## src/rtl/phy_receiver.sv

```systemverilog
// Receive side of the two-bit forwarded-clock link: oversamples the link clock and dibits,
// hunts for the sync byte, then deframes length, payload and XOR checksum.
module phy_receiver #(
   parameter logic [7:0] SYNC_WORD      = 8'hD5,
   parameter int         TIMEOUT_CYCLES = 64,
   parameter int         MAX_LEN        = 255
) (
   input  logic       i_clock,
   input  logic       i_reset_n,
   input  logic       i_clock_in,
   input  logic [1:0] i_data_in,
   output logic [7:0] o_byte,
   output logic       o_byte_valid,
   output logic       o_frame_done,
   output logic       o_frame_error,
   output logic       o_busy
);

   typedef enum logic [1:0] {HUNT, LEN, PAYLOAD, CHECK} state_t;

   localparam logic [15:0] TIMEOUT_LAST = 16'(TIMEOUT_CYCLES - 1);
   localparam logic [8:0]  MAX_LEN_W    = 9'(MAX_LEN);

   state_t      state_reg, state_next;
   logic        clk_meta, clk_sync, clk_prev;
   logic [1:0]  data_meta, data_sync;
   logic [7:0]  shift_reg, shift_next;
   logic [1:0]  dibit_reg, dibit_next;
   logic [7:0]  count_reg, count_next;
   logic [7:0]  csum_reg, csum_next;
   logic [15:0] timeout_reg, timeout_next;
   logic [7:0]  byte_reg, byte_next;
   logic        valid_next, done_next, error_next;
   logic        link_edge;
   logic [7:0]  shifted;

   always_ff @(posedge i_clock or negedge i_reset_n) begin
      if (!i_reset_n) begin
         clk_meta      <= 1'b0;
         clk_sync      <= 1'b0;
         clk_prev      <= 1'b0;
         data_meta     <= 2'b00;
         data_sync     <= 2'b00;
         state_reg     <= HUNT;
         shift_reg     <= 8'h00;
         dibit_reg     <= 2'd0;
         count_reg     <= 8'h00;
         csum_reg      <= 8'h00;
         timeout_reg   <= 16'h0000;
         byte_reg      <= 8'h00;
         o_byte_valid  <= 1'b0;
         o_frame_done  <= 1'b0;
         o_frame_error <= 1'b0;
         o_busy        <= 1'b0;
      end else begin
         clk_meta      <= i_clock_in;
         clk_sync      <= clk_meta;
         clk_prev      <= clk_sync;
         data_meta     <= i_data_in;
         data_sync     <= data_meta;
         state_reg     <= state_next;
         shift_reg     <= shift_next;
         dibit_reg     <= dibit_next;
         count_reg     <= count_next;
         csum_reg      <= csum_next;
         timeout_reg   <= timeout_next;
         byte_reg      <= byte_next;
         o_byte_valid  <= valid_next;
         o_frame_done  <= done_next;
         o_frame_error <= error_next;
         o_busy        <= (state_next != HUNT);
      end
   end

   assign o_byte    = byte_reg;
   assign link_edge = clk_sync & ~clk_prev;
   assign shifted   = {shift_reg[5:0], data_sync};

   always_comb begin
      state_next   = state_reg;
      shift_next   = shift_reg;
      dibit_next   = dibit_reg;
      count_next   = count_reg;
      csum_next    = csum_reg;
      timeout_next = (state_reg == HUNT) ? 16'h0000 : timeout_reg + 16'h0001;
      byte_next    = byte_reg;
      valid_next   = 1'b0;
      done_next    = 1'b0;
      error_next   = 1'b0;

      if (link_edge) begin
         // An edge always wins over a simultaneous timeout.
         timeout_next = 16'h0000;
         shift_next   = shifted;
         case (state_reg)
            HUNT: begin
               if (shifted == SYNC_WORD) begin
                  state_next = LEN;
                  dibit_next = 2'd0;
                  csum_next  = 8'h00;
               end
            end
            LEN: begin
               dibit_next = dibit_reg + 2'd1;
               if (dibit_reg == 2'd3) begin
                  csum_next = shifted;
                  if ({1'b0, shifted} > MAX_LEN_W) begin
                     error_next = 1'b1;
                     state_next = HUNT;
                  end else if (shifted == 8'h00) begin
                     state_next = CHECK;
                  end else begin
                     count_next = shifted;
                     state_next = PAYLOAD;
                  end
               end
            end
            PAYLOAD: begin
               dibit_next = dibit_reg + 2'd1;
               if (dibit_reg == 2'd3) begin
                  byte_next  = shifted;
                  valid_next = 1'b1;
                  csum_next  = csum_reg ^ shifted;
                  count_next = count_reg - 8'h01;
                  if (count_reg == 8'h01) state_next = CHECK;
               end
            end
            default: begin
               dibit_next = dibit_reg + 2'd1;
               if (dibit_reg == 2'd3) begin
                  done_next  = (shifted == csum_reg);
                  error_next = (shifted != csum_reg);
                  state_next = HUNT;
               end
            end
         endcase
      end else if (state_reg != HUNT && timeout_reg == TIMEOUT_LAST) begin
         error_next   = 1'b1;
         state_next   = HUNT;
         shift_next   = 8'h00;
         timeout_next = 16'h0000;
      end
   end

endmodule

```

## config.mk

```make
export PLATFORM = sky130hd
export DESIGN_NAME = phy_receiver
export DESIGN_NICKNAME = d
export VERILOG_FILES = /design/src/rtl/phy_receiver.sv
export SDC_FILE = /design/constraint.sdc
export NUM_CORES = 1
export LEC_CHECK = 0
export ABC_AREA = 1
export CAP_MARGIN = 20
export CORE_ASPECT_RATIO = 0.9
export CORE_MARGIN = 2
export CORE_UTILIZATION = 57
export DETAILED_ROUTE_END_ITERATION = 16
export DONT_BUFFER_PORTS = 1
export PLACE_DENSITY = 0.8
export SLEW_MARGIN = 20
export SYNTH_ARGS = -nofsm -noshare
export SYNTH_HDL_FRONTEND = slang
export SYNTH_SLANG_ARGS = --single-unit
```

## constraint.sdc

```tcl
create_clock -name i_clock -period 1.55 [get_ports i_clock]
set_input_delay 0.465 -clock i_clock [delete_from_list [all_inputs] [get_ports i_clock]]
set_output_delay 0.465 -clock i_clock [all_outputs]
set_load 0.02 [all_outputs]
```

Word-level counts from Yosys, hierarchy flattened
Cells that the tools add are included.
Operators by class
  equality and inequality tests: 12
  reductions and logical operators: 13
  multiplexer cells: 34
  add/sub/neg operators: 3
  bitwise gates (word level): 3
Operator list (number)
  16-bit 2-to-1 mux: 3
  8-bit 2-to-1 mux: 6
  8-bit case mux with 3 select lines: 1
  2-bit 2-to-1 mux: 9
  16-bit by 1-bit adder with 16-bit output, second input constant: 1
  16-bit by 6-bit == test with 1-bit output, second input constant: 1
  8-bit case mux with 2 select lines: 1
  6-bit 2-to-1 mux: 2
  1-bit 2-to-1 mux: 11
  5-bit AND reduction: 2
  8-bit by 1-bit == test with 1-bit output, second input constant: 1
  8-bit == test: 1
  8-bit == test, second input constant: 1
  8-bit zero test: 1
  8-bit != test: 1
  2-bit nonzero test: 4
  8-bit by 1-bit subtractor with 8-bit output, second input constant: 1
  8-bit XOR: 1
  2-bit != test, second input constant: 3
  2-bit case mux with 3 select lines: 1
  2-bit == test, second input constant: 2
  3-bit AND reduction: 1
  3-bit nonzero test: 1
  3-bit OR reduction: 1
  other kinds (8): 8
Storage, ports and cells
  flip-flop bits (word level): 61
  input bits: 5

Depth between registers and ports, before layout
Gate-level depths: netlist of run 1.
  depth in word-level cells: 6
  depth in mapped cells: 10
  gate-level depth less buffers: 10

Least setup slack after synthesis of run 1
Ideal clock, no wire load.
  path type: flip-flop to flip-flop
  start: register state_reg[1]
  end: register csum_reg[2]
  arrival time: 1.458 ns
  period minus slack after synthesis: 1.575 ns
  buffers on the path: 1
  library setup time: 0.117 ns
  stages on the path, launching flop included: 9
  slack: -0.025 ns
  cell sequence: dfrtp_1 inv_1 ha_1 clkinv_1 a21oi_2 nor3_4 buf_6 nand3_2 o21ai_2
Between the ends
  word-level cells in the longest chain between the ends: 3
Ends and longest elaborated chain
  from (decl): line 24  | state_t state_reg, state_next;
  from (signal assigned): line 61  | state_reg <= state_next;
  2-bit by 1-bit == test with 1-bit output (tied with other cells): line 95  | case (state_reg)
  2-bit != test (no line) (tied with other cells)
  5-bit AND reduction (no line)
  to (signal assigned): line 65  | csum_reg <= csum_next;
  to (decl): line 30  | logic [7:0] csum_reg, csum_next;
Parallel ways exist; a longest one is shown, timed or not.
A chain may end at the register's enable or synchronous reset.

Final worst setup path of run 1
  start: register state_reg[1]
  end: register count_reg[2]
Between the ends
  word-level cells in the longest chain between the ends: 3
Ends and longest elaborated chain
  2-bit by 1-bit == test with 1-bit output / 2-bit == test (equally long branches): line 95
  2-bit != test (no line) / 2-bit nonzero test (equally long branches)
  5-bit AND reduction (no line)
  to (signal assigned): line 64  | count_reg <= count_next;
  to (decl): line 29  | logic [7:0] count_reg, count_next;
Parallel ways exist; a longest one is shown, timed or not.

==> impl_metrics.py, run 1 <==
metrics = {
    "timing": {
        "slew_violations": 0,
        "fin_crit_sh": 1.107,
        "fmax_mhz": 582.7,
        "fin_setup_tns_ps": -1027,
        "fin_ws_ps": -166.3,
        "setup_viol": 14,
        "slew-limit-headroom": 0.7717,
        "hold_viol": 61,
        "layout_min_cycle_time_ps": 1716,
        "clock_skew_ps": 9.302,
        "holdWs_ps": -198.4,
        "rsz0062_at_grt": "yes",
        "tightest_slew_ps": 339.3,
    },
    "place": {
        "io_buffers": 0,
        "gp_congestion": 0.8640,
        "dpl_worst_slack_ps": -50.81,
        "dp_hpwl_mm": 4.708,
    },
    "power": {
        "p_switching_mw": 0.8036,
        "leakagePower_nw": 1.762,
        "max-vdd-ir-drop_mv": 0.6457,
        "power_density_mw_per_mm2": 870.5,
        "swShare": 0.2429,
        "pwr-share-clk": 0.421,
        "p_comb_frac": 0.072,
        "p_int_mw": 2.505,
        "pwr-share-seq": 0.507,
    },
    "setup_path": {
        "path_cells": "inv_2 -> ha_4 -> nand2_2 -> nor2_1 -> nand2_1 -> o211ai_1 -> buf_4 -> clkinvlp_4 -> nand2_1 -> o21ai_1",
        "crit_family": "buffers and inverters",
        "path_buf_inv": 3,
        "max_stage_delay_ps": 420,
        "crit_fanout": 6,
        "critPathSlowestCell": "dfrtp_1",
        "crit_top_cell": "nand2_1",
        "worstSetupStartpointType": "flip-flop",
        "cp.required_ps": 1790,
        "critPathCaptureType": "flip-flop",
        "worstPathArrival_ps": 1950,
        "crit_type": "reg -> reg",
    },
    "synthesis": {
        "ys_seq_elements": 61,
        "ys_seq_area_frac": 0.4935,
        "ys_types": 32,
        "syn_area_mm2": 0.003093,
        "syn_nets": 382,
        "syn_inst": 369,
        "syn_area_per_cell_um2": 8.382,
        "synth-warning-count": 0,
    },
    "floorplan": {
        "die_w_um": 81.65,
        "ios": 17,
        "die_h_um": 73.88,
        "rows": 25,
        "core_area_mm2": 0.005255,
        "start_util": 0.5886,
        "die-area_mm2": 0.006032,
    },
    "hold_path": {
        "min_path_type": "in -> async",
    },
    "status": {
        "status": "finished, violations left",
        "violations": "negative hold slack, negative setup slack",
    },
    "cts": {
        "clk-insertion-delay-late_ps": 350,
        "cts_root_buf": "clkbuf_8",
        "htree_num_levels": 3,
        "cts-buffers-inserted": 9,
        "cts_tree": "yes",
        "clkTransAtPathRegs_ps": 70,
        "clkSinkCount": 61,
        "cts_buffer_depth": 2,
    },
    "global_routing": {
        "grt_usage": 0.2552,
        "overflow": 0,
        "grt_antenna_before_repair": 0,
        "grt_pass1_wl_mm": 11.36,
        "grt_max_degree": 62,
        "grt_pass1_vias": 2444,
    },
    "finish": {
        "area_growth_pct": 22.90,
        "fillerInstances": 358,
        "register_area_mm2": 0.001528,
        "largest_reg_flops": 16,
        "antenna_cells": 0,
        "drive_gt1_frac": 0.2638,
        "final_net_count": 425,
        "multiInputGateArea_mm2": 0.001464,
    },
    "detailed_routing": {
        "drc_errors": 0,
        "wl_mm": 7.564,
        "first_pass_iters": 5,
        "routed.top_layer": "met4",
        "avgViaCountPerCell": 5.634,
        "wl_met1_mm": 3.380,
        "route.met2.wl_mm": 3.480,
        "route.met3.wl_um": 566,
        "dr_total_vias": 2727,
        "route.antenna.remaining_nets": 0,
        "first_iter_violations": 217,
        "wl_per_cell_um": 15.63,
    },
    "flow_run": {
        "maxCapViolations": 0,
    },
}
placed cells by master, fill, tap and decap left out, types with 5 or more instances in the layout:
master	Yosys	final
nand2_1	72	66
dfrtp_1	61	60
inv_1	46	42
buf_4	1	34
nor2_1	34	28
nand3_1	26	25
o21ai_1	14	16
o22ai_1	14	14
o21ai_0	16	12
clkbuf_8	0	10
nor2_2	4	9
nand2_2	3	9
xnor2_1	9	9
nor3_1	8	8
inv_2	5	7
clkinv_2	0	6
nand4_1	6	6
a21oi_1	8	5
cell usage after synthesis (all sizes together):
| master | n | share of area |
|---|---|---|
| a21oi | 9 | 0.016 |
| a31oi | 1 | 0.0020 |
| buf | 5 | 0.011 |
| clkbuf | 3 | 0.0036 |
| clkinv | 2 | 0.0024 |
| dfrtp | 61 | 0.49 |
| ha | 8 | 0.032 |
| inv | 51 | 0.062 |
| nand2 | 75 | 0.093 |
| nand3 | 29 | 0.052 |
| nand4 | 6 | 0.012 |
| nor2 | 38 | 0.049 |
| nor3 | 10 | 0.023 |
| nor3b | 5 | 0.012 |
| nor4 | 2 | 0.0040 |
| o211ai | 3 | 0.0073 |
| o21ai | 32 | 0.054 |
| o22ai | 14 | 0.028 |
| o31ai | 1 | 0.0024 |
| or2 | 1 | 0.0020 |
| xnor2 | 9 | 0.025 |
| xor2 | 4 | 0.011 |
what timing repair did:
item                                    in CTS  in global routing
pin swaps                                    0                 19
gates cloned                                 0                  1
endpoints found under the setup margin       7                 47
gates resized for setup                      3                 46
endpoints found under the hold margin       61                 61
setup buffers                                1                 11
path summary, 6_finish.rpt:
path / depth (start not counted) / endpoint / slack (ps) / startpoint
hold / removal: 0 / o_byte[6] / -200 / i_reset_n
setup reg to reg: 10 / count_reg[2] / -170 / state_reg[1]
max in group asynchronous: 0 / timeout_reg[2] / 1640 / i_reset_n
hold reg to reg: 0 / data_sync[0] / 350 / data_meta[0]
min in group i_clock: 0 / data_meta[1] / 140 / i_data_in[1]
setup / recovery: 10 / count_reg[2] / -170 / state_reg[1]
cells by family after synthesis:
group,after synthesis,synth area share
flops,61,0.4935
compound gates,60,0.1100
buf+inv,61,0.07889
simple gates,166,0.2484
xor+xnor,13,0.03681
fa+ha+maj,8,0.03236
power by group through the flow:
stage	Sequential, mW	Clock, mW	Combinational, mW
finish	1.68	1.39	0.237
global route	1.68	1.49	0.257
CTS	1.68	1.40	0.217
detailed placement	1.70	0	0.215
global placement	1.70	0	0.214
floorplan	1.69	0	0.134
area by class of cell:
cell class	instances	area share
repair buffers	39	0.08427
multi-input cells	247	0.3851
clock buffers	11	0.03720
well taps	67	0.02205
clock inverters	5	0.01317
inverters	53	0.05431
flip-flops and latches	61	0.4019
repair inverters	1	0.001975
per-layer routing:
metal	up-vias	track usage
met4	0	0.1111
met5	-	0
li1	1292	-
met3	16	0.06757
met2	124	0.3707
met1	1295	0.3605
metrics by stage:
stage                     power (mW)  cells  utilization  instance area [um2]  hold slack [ps]
after CTS                      3.288    472       0.6783                 3565           -198.5
final                          3.309    484       0.7233                 3801           -198.4
after global placement         1.917    455       0.6379                 3352            171.0
after detailed placement       1.920    455       0.6379                 3352            170.9
after floorplan                1.827    369            -                 3098            169.4
after global routing           3.433    484       0.7233                 3801           -213.0
worst reg2reg max path, delay by kind of cell, from the launching register on:
kind	cells	cell delay [ps]
adders and majority gates	1	170
and+or+nand+nor	4	360
AOI/OAI and AO/OA	2	200
buffers and inverters	3	460
DFF	1	420
No activity file was read; power rests on OpenSTA's default activity.
==> run 2, diff against run 1 <==
--- a/config.mk
+++ b/config.mk
@@ -12,7 +12,7 @@
 export CORE_UTILIZATION = 57
 export DETAILED_ROUTE_END_ITERATION = 16
 export DONT_BUFFER_PORTS = 1
-export PLACE_DENSITY = 0.8
+export PLACE_DENSITY_LB_ADDON = 0.25
 export SLEW_MARGIN = 20
 export SYNTH_ARGS = -nofsm -noshare
 export SYNTH_HDL_FRONTEND = slang
==> impl_metrics.py, run 2 (same netlist as run 1, synthesis figures left out) <==
metrics = {
    "status": {
        "status": "finished, violations left",
        "violations": "negative hold slack, negative setup slack",
    },
    "setup_path": {
        "reg2reg_from": "state_reg[1]",
        "crit_type": "reg -> reg",
        "setup.worst_path.start": "state_reg[1]",
        "rr_worst_depth": 10,
        "critPathSlowestCell": "dfrtp_2",
        "crit_fanout": 6,
        "critPathCaptureType": "flip-flop",
        "path_buf_inv": 3,
        "crit_top_cell": "nand2_1",
        "rrSetupSlack_ps": -70,
        "path_cells": "inv_4 -> ha_4 -> nand2_1 -> nor2_1 -> nand2_1 -> o211ai_1 -> buf_4 -> clkinvlp_4 -> nand2_1 -> o21ai_1",
        "max_stage_delay_ps": 460,
        "endpoint": "count_reg[4]",
        "path_depth": 10,
        "worstPathArrival_ps": 1860,
        "crit_family": "flip-flops",
        "worstSetupStartpointType": "flip-flop",
        "r2r-end": "count_reg[4]",
        "cp.required_ps": 1790,
    },
    "power": {
        "pwr-share-clk": 0.418,
        "power_density_mw_per_mm2": 859.9,
        "p_switching_mw": 0.8541,
        "pwr-share-seq": 0.495,
        "swShare": 0.2514,
        "p_comb_frac": 0.087,
        "leakagePower_nw": 1.830,
        "max-vdd-ir-drop_mv": 0.7602,
        "p_int_mw": 2.544,
    },
    "floorplan": {
        "die_w_um": 81.65,
        "start_util": 0.5886,
        "ios": 17,
        "die_h_um": 73.88,
        "rows": 25,
        "core_area_mm2": 0.005255,
        "die-area_mm2": 0.006032,
    },
    "timing": {
        "hold_viol": 61,
        "fin_ws_ps": -68.56,
        "holdWs_ps": -198.7,
        "layout_min_cycle_time_ps": 1619,
        "clock_skew_ps": 9.020,
        "slew_violations": 0,
        "setup_viol": 8,
        "tightest_slew_ps": 417.1,
        "fin_setup_tns_ps": -282.0,
        "rsz0062_at_grt": "yes",
        "fin_crit_sh": 1.044,
        "fmax_mhz": 617.8,
        "slew-limit-headroom": 0.7194,
    },
    "cts": {
        "htree_num_levels": 3,
        "cts-buffers-inserted": 9,
        "clk-insertion-delay-late_ps": 350,
        "clkTransAtPathRegs_ps": 70,
        "cts_tree": "yes",
        "clkSinkCount": 61,
        "cts_buffer_depth": 2,
        "cts_root_buf": "clkbuf_8",
    },
    "place": {
        "io_buffers": 0,
        "gp_congestion": 0.8502,
        "dp_hpwl_mm": 4.890,
        "dpl_worst_slack_ps": -112.2,
        "dpl_cell_area_mm2": 0.003379,
    },
    "detailed_routing": {
        "route.antenna.remaining_nets": 0,
        "wl_per_cell_um": 16.04,
        "first_pass_iters": 5,
        "drc_errors": 0,
        "avgViaCountPerCell": 5.654,
        "first_iter_violations": 250,
        "wl_mm": 7.842,
        "dr_total_vias": 2765,
    },
    "finish": {
        "area_growth_pct": 27.75,
        "final_common_cell": "nand2_1",
        "largest_reg_flops": 16,
        "drive_gt1_frac": 0.3009,
        "fillerInstances": 358,
        "final_net_count": 430,
        "final_cell_mix": "nand2_1 (68), dfrtp_1 (57), inv_1 (44)",
        "design_area_mm2": 0.003951,
        "register_area_mm2": 0.001531,
        "antenna_cells": 0,
        "multiInputGateArea_mm2": 0.001556,
    },
    "hold_path": {
        "min_path_type": "in -> async",
    },
    "global_routing": {
        "grt_usage": 0.2688,
        "grt_pass1_wl_mm": 12.01,
        "grt_pass1_vias": 2475,
        "grt_antenna_before_repair": 0,
        "grt_max_degree": 62,
        "overflow": 0,
    },
    "flow_run": {
        "maxCapViolations": 0,
    },
}
==> run 2: worst min path at each step <==
stage          cells after the start  slack (ps)      endpoint  startpoint
2_1_floorplan                      0         170      clk_meta   i_reset_n
3_3_place_gp                       0         170     o_byte[6]   i_reset_n
3_5_place_dp                       0         170     o_byte[6]   i_reset_n
4_1_cts                            0        -210     o_byte[2]   i_reset_n
5_1_grt                            0        -220  count_reg[7]   i_reset_n
6_report                           0        -200     o_byte[6]   i_reset_n
==> run 2: per-layer routing <==
layer / share of wire / global-route usage / wire length (um) / vias to the layer above
met4: 0.029 / 0.09259 / 228 / 0
met3: 0.090 / 0.1007 / 705 / 30
met2: 0.45 / 0.3816 / 3554 / 133
met5: 0 / 0 / 0 / -
li1: - / - / - / 1310
met1: 0.43 / 0.3785 / 3353 / 1292
==> run 2: final cells by class <==
cell class | instances | share of cell area
timing repair buffer | 44 | 0.09056
inverter | 53 | 0.05415
multi-input combinational | 247 | 0.3939
tap | 67 | 0.02122
clock buffer | 10 | 0.03483
timing repair inverter | 1 | 0.001900
clock inverter | 6 | 0.01583
sequential | 61 | 0.3876
==> run 2: power groups by stage <==
stage	Sequential (mW)	Combinational [mW]	Clock, mW
global route	1.68	0.314	1.52
floorplan	1.69	0.134	0
finish	1.68	0.295	1.42
detailed placement	1.71	0.220	0
CTS	1.67	0.251	1.44
global placement	1.71	0.214	0
==> run 2: what timing repair did <==
action | 4_1_cts | 5_1_grt
gates resized for setup | 19 | 53
pin swaps | 5 | 11
gates cloned | 1 | 1
setup buffers | 9 | 7
hold endpoints to repair | 61 | 61
setup endpoints to repair | 29 | 36
==> run 2: through the flow <==
step,power (mW),hold WS [ps],util,cells
6_report,3.398,-198.7,0.7519,489
2_1_floorplan,1.827,169.4,-,369
3_3_place_gp,1.921,170.8,0.6431,457
5_1_grt,3.517,-219.1,0.7519,489
4_1_cts,3.365,-206.3,0.7129,483
3_5_place_dp,1.926,170.7,0.6431,457
==> run 3, diff against run 2 <==
--- a/config.mk
+++ b/config.mk
@@ -5,7 +5,6 @@
 export SDC_FILE = /design/constraint.sdc
 export NUM_CORES = 1
 export LEC_CHECK = 0
-export ABC_AREA = 1
 export CAP_MARGIN = 20
 export CORE_ASPECT_RATIO = 0.9
 export CORE_MARGIN = 2
==> impl_metrics.py, run 3 <==
metrics = {
    "flow_run": {
        "maxCapViolations": 0,
    },
    "setup_path": {
        "rrSetupSlack_ps": -350,
        "worstSetupStartpointType": "flip-flop",
        "worstPathArrival_ps": 2150,
        "max_stage_delay_ps": 550,
        "endpoint": "o_busy",
        "r2r-end": "o_busy",
        "cp.required_ps": 1800,
        "setup.worst_path.start": "timeout_reg[12]",
        "critPathSlowestCell": "or4_4",
        "path_cells": "or4_4 -> nor4_4 -> and3_4 -> o32ai_2 -> a311o_1",
        "reg2reg_from": "timeout_reg[12]",
        "crit_fanout": 3,
        "crit_type": "reg -> reg",
        "rr_worst_depth": 5,
        "critPathCaptureType": "flip-flop",
    },
    "status": {
        "violations": "negative hold slack, negative setup slack",
        "status": "finished, violations left",
    },
    "synthesis": {
        "syn_inst": 324,
        "synthTopCellsByArea": "dfrtp_1 (48%), o21ai_0 (5.6%), nor2_1 (4.3%), xnor2_1 (4.2%), nand2_1 (3.8%)",
        "synth_flop_cell": "dfrtp_1",
        "syn_nets": 337,
        "syn_area_per_cell_um2": 9.716,
        "syn_area_mm2": 0.003148,
        "synth_xor_area_frac": 0.06121,
        "synth-warning-count": 0,
        "synth_top_family_by_area": "simple AND/OR/NAND/NOR gates",
        "synth.top_cell.area_share": 0.4849,
        "async_flop_share": 1.000,
        "synth-adder-area-share": 0.03180,
        "yosys-top-cells-count": "dfrtp_1 (61), nor2_1 (36), o21ai_0 (35)",
        "synth.largest_area_cell": "dfrtp_1",
        "ys_seq_elements": 61,
        "synth-edff-count": 0,
        "ys_types": 52,
        "yosys.area_share.simple": 0.1940,
        "muxShareOfSynthArea": 0.03180,
        "synth_most_common_cell": "dfrtp_1",
        "ys_seq_area_frac": 0.4849,
        "synth_compound_area_frac": 0.1558,
    },
    "global_routing": {
        "grt_pass1_wl_mm": 13.28,
        "overflow": 0,
        "grt_usage": 0.2958,
        "grt_antenna_before_repair": 0,
        "grt_pass1_vias": 2737,
        "grt_max_degree": 62,
    },
    "power": {
        "pwr-share-clk": 0.404,
        "max-vdd-ir-drop_mv": 0.8895,
        "p_int_mw": 2.406,
        "swShare": 0.2992,
        "p_comb_frac": 0.112,
        "p_switching_mw": 1.027,
        "leakagePower_nw": 1.884,
        "pwr-share-seq": 0.484,
        "power_density_mw_per_mm2": 810.7,
    },
    "cts": {
        "htree_num_levels": 3,
        "clkTransAtPathRegs_ps": 80,
        "cts-buffers-inserted": 9,
        "cts_buffer_depth": 2,
        "clk-insertion-delay-late_ps": 370,
        "cts_tree": "yes",
        "cts_root_buf": "clkbuf_8",
        "clkSinkCount": 61,
    },
    "place": {
        "dp_hpwl_mm": 4.939,
        "gp_congestion": 0.8401,
        "dpl_cell_area_mm2": 0.003686,
        "io_buffers": 0,
    },
    "finish": {
        "antenna_cells": 0,
        "largest_reg_flops": 16,
        "final_net_count": 410,
        "final_util": 0.8009,
        "area_growth_pct": 34.50,
        "design_area_mm2": 0.004234,
        "final_cell_mix": "buf_4 (68), dfrtp_1 (60), nand2_1 (28)",
        "final_common_cell": "buf_4",
        "drive_gt1_frac": 0.4080,
    },
    "floorplan": {
        "die_w_um": 82.34,
        "die_h_um": 74.50,
        "die-area_mm2": 0.006134,
        "rows": 25,
        "ios": 17,
        "core_area_mm2": 0.005286,
        "start_util": 0.5955,
    },
    "detailed_routing": {
        "first_iter_violations": 276,
        "wl_mm": 9.657,
        "route.antenna.remaining_nets": 0,
        "first_pass_iters": 5,
        "avgViaCountPerCell": 6.215,
        "drc_errors": 0,
        "wl_per_cell_um": 20.59,
        "dr_total_vias": 2915,
    },
    "timing": {
        "fin_crit_sh": 1.226,
        "holdWs_ps": -209.5,
        "tightest_slew_ps": 418.9,
        "rsz0062_at_grt": "yes",
        "fin_ws_ps": -350.2,
        "fin_setup_tns_ps": -9867,
        "hold_viol": 61,
        "layout_min_cycle_time_ps": 1900,
        "setup_viol": 44,
        "fmax_mhz": 526.3,
        "slew_violations": 0,
        "clock_skew_ps": 12.21,
        "slew-limit-headroom": 0.7186,
    },
    "hold_path": {
        "min_path_type": "in -> async",
    },
}
-- run 3: changes by cell type in the layout (fill, tap and decap cells not counted), moves of 7 or more --
cell     delta
buf_4      +29
inv_1      -35
mux2_2      +8
nand2_1    -40
nand3_1     -7
nand3_2    -10
o22ai_1    -14
xnor2_1     +9
-- run 3: cell families after synthesis --
group           Yosys count
fa+ha+maj                 8
mux                       9
buf+inv                  28
flops                    61
xor+xnor                 22
simple gates            124
compound gates           72
-- run 3: power by group through the flow --
stage / Combinational, mW / Sequential (mW) / Clock [mW]
floorplan: 0.197 / 1.68 / 0
finish: 0.384 / 1.66 / 1.39
CTS: 0.322 / 1.66 / 1.37
detailed placement: 0.287 / 1.69 / 0
global route: 0.403 / 1.67 / 1.45
global placement: 0.278 / 1.68 / 0
-- run 3: final cells by class --
class / count / area [um2]
clock buffer: 9 / 123.9
clock inverter: 7 / 62.56
fill: 288 / 1052
inverter: 10 / 37.54
multi-input combinational: 236 / 1747
sequential: 61 / 1528
tap: 67 / 83.83
timing repair buffer: 79 / 651.9
-- run 3: critical path, delay by kind of cell (launching register included) --
kind | cells | cell delay [ps]
compound gates | 2 | 390
flops | 1 | 390
simple gates | 3 | 1010
-- run 3: routing by layer --
metal,share of wire,vias to the layer above,wire length (um),GRT usage
met1,0.41,1472,3968,0.3850
li1,-,1290,-,-
met2,0.50,126,4872,0.4677
met3,0.056,27,542,0.08131
met4,0.028,0,273,0.1278
met5,0,-,0,0
-- run 3: worst min path at each step --
stage               slack, ps      start      endpoint
CTS                      -220  i_reset_n      clk_prev
global placement          170  i_reset_n   csum_reg[6]
global route             -230  i_reset_n  shift_reg[4]
finish                   -210  i_reset_n   csum_reg[3]
detailed placement        170  i_reset_n  count_reg[5]
floorplan                 170  i_reset_n      clk_meta
-- run 3: what timing repair did --
item                                    CTS  global route
gates resized for setup                  33            36
setup buffers                             8             8
gates cloned                              2             0
endpoints found under the setup margin   43            45
pin swaps                                12             9
hold endpoints to repair                 61            61
-- run 3: metrics by stage --
stage               cells  setup WS [ps]  total power [mW]
detailed placement    437         -280.2             1.974
CTS                   463         -245.9             3.350
finish                469         -350.2             3.433
global route          469         -376.1             3.523
floorplan             324         -287.3             1.875
global placement      437         -249.6             1.963
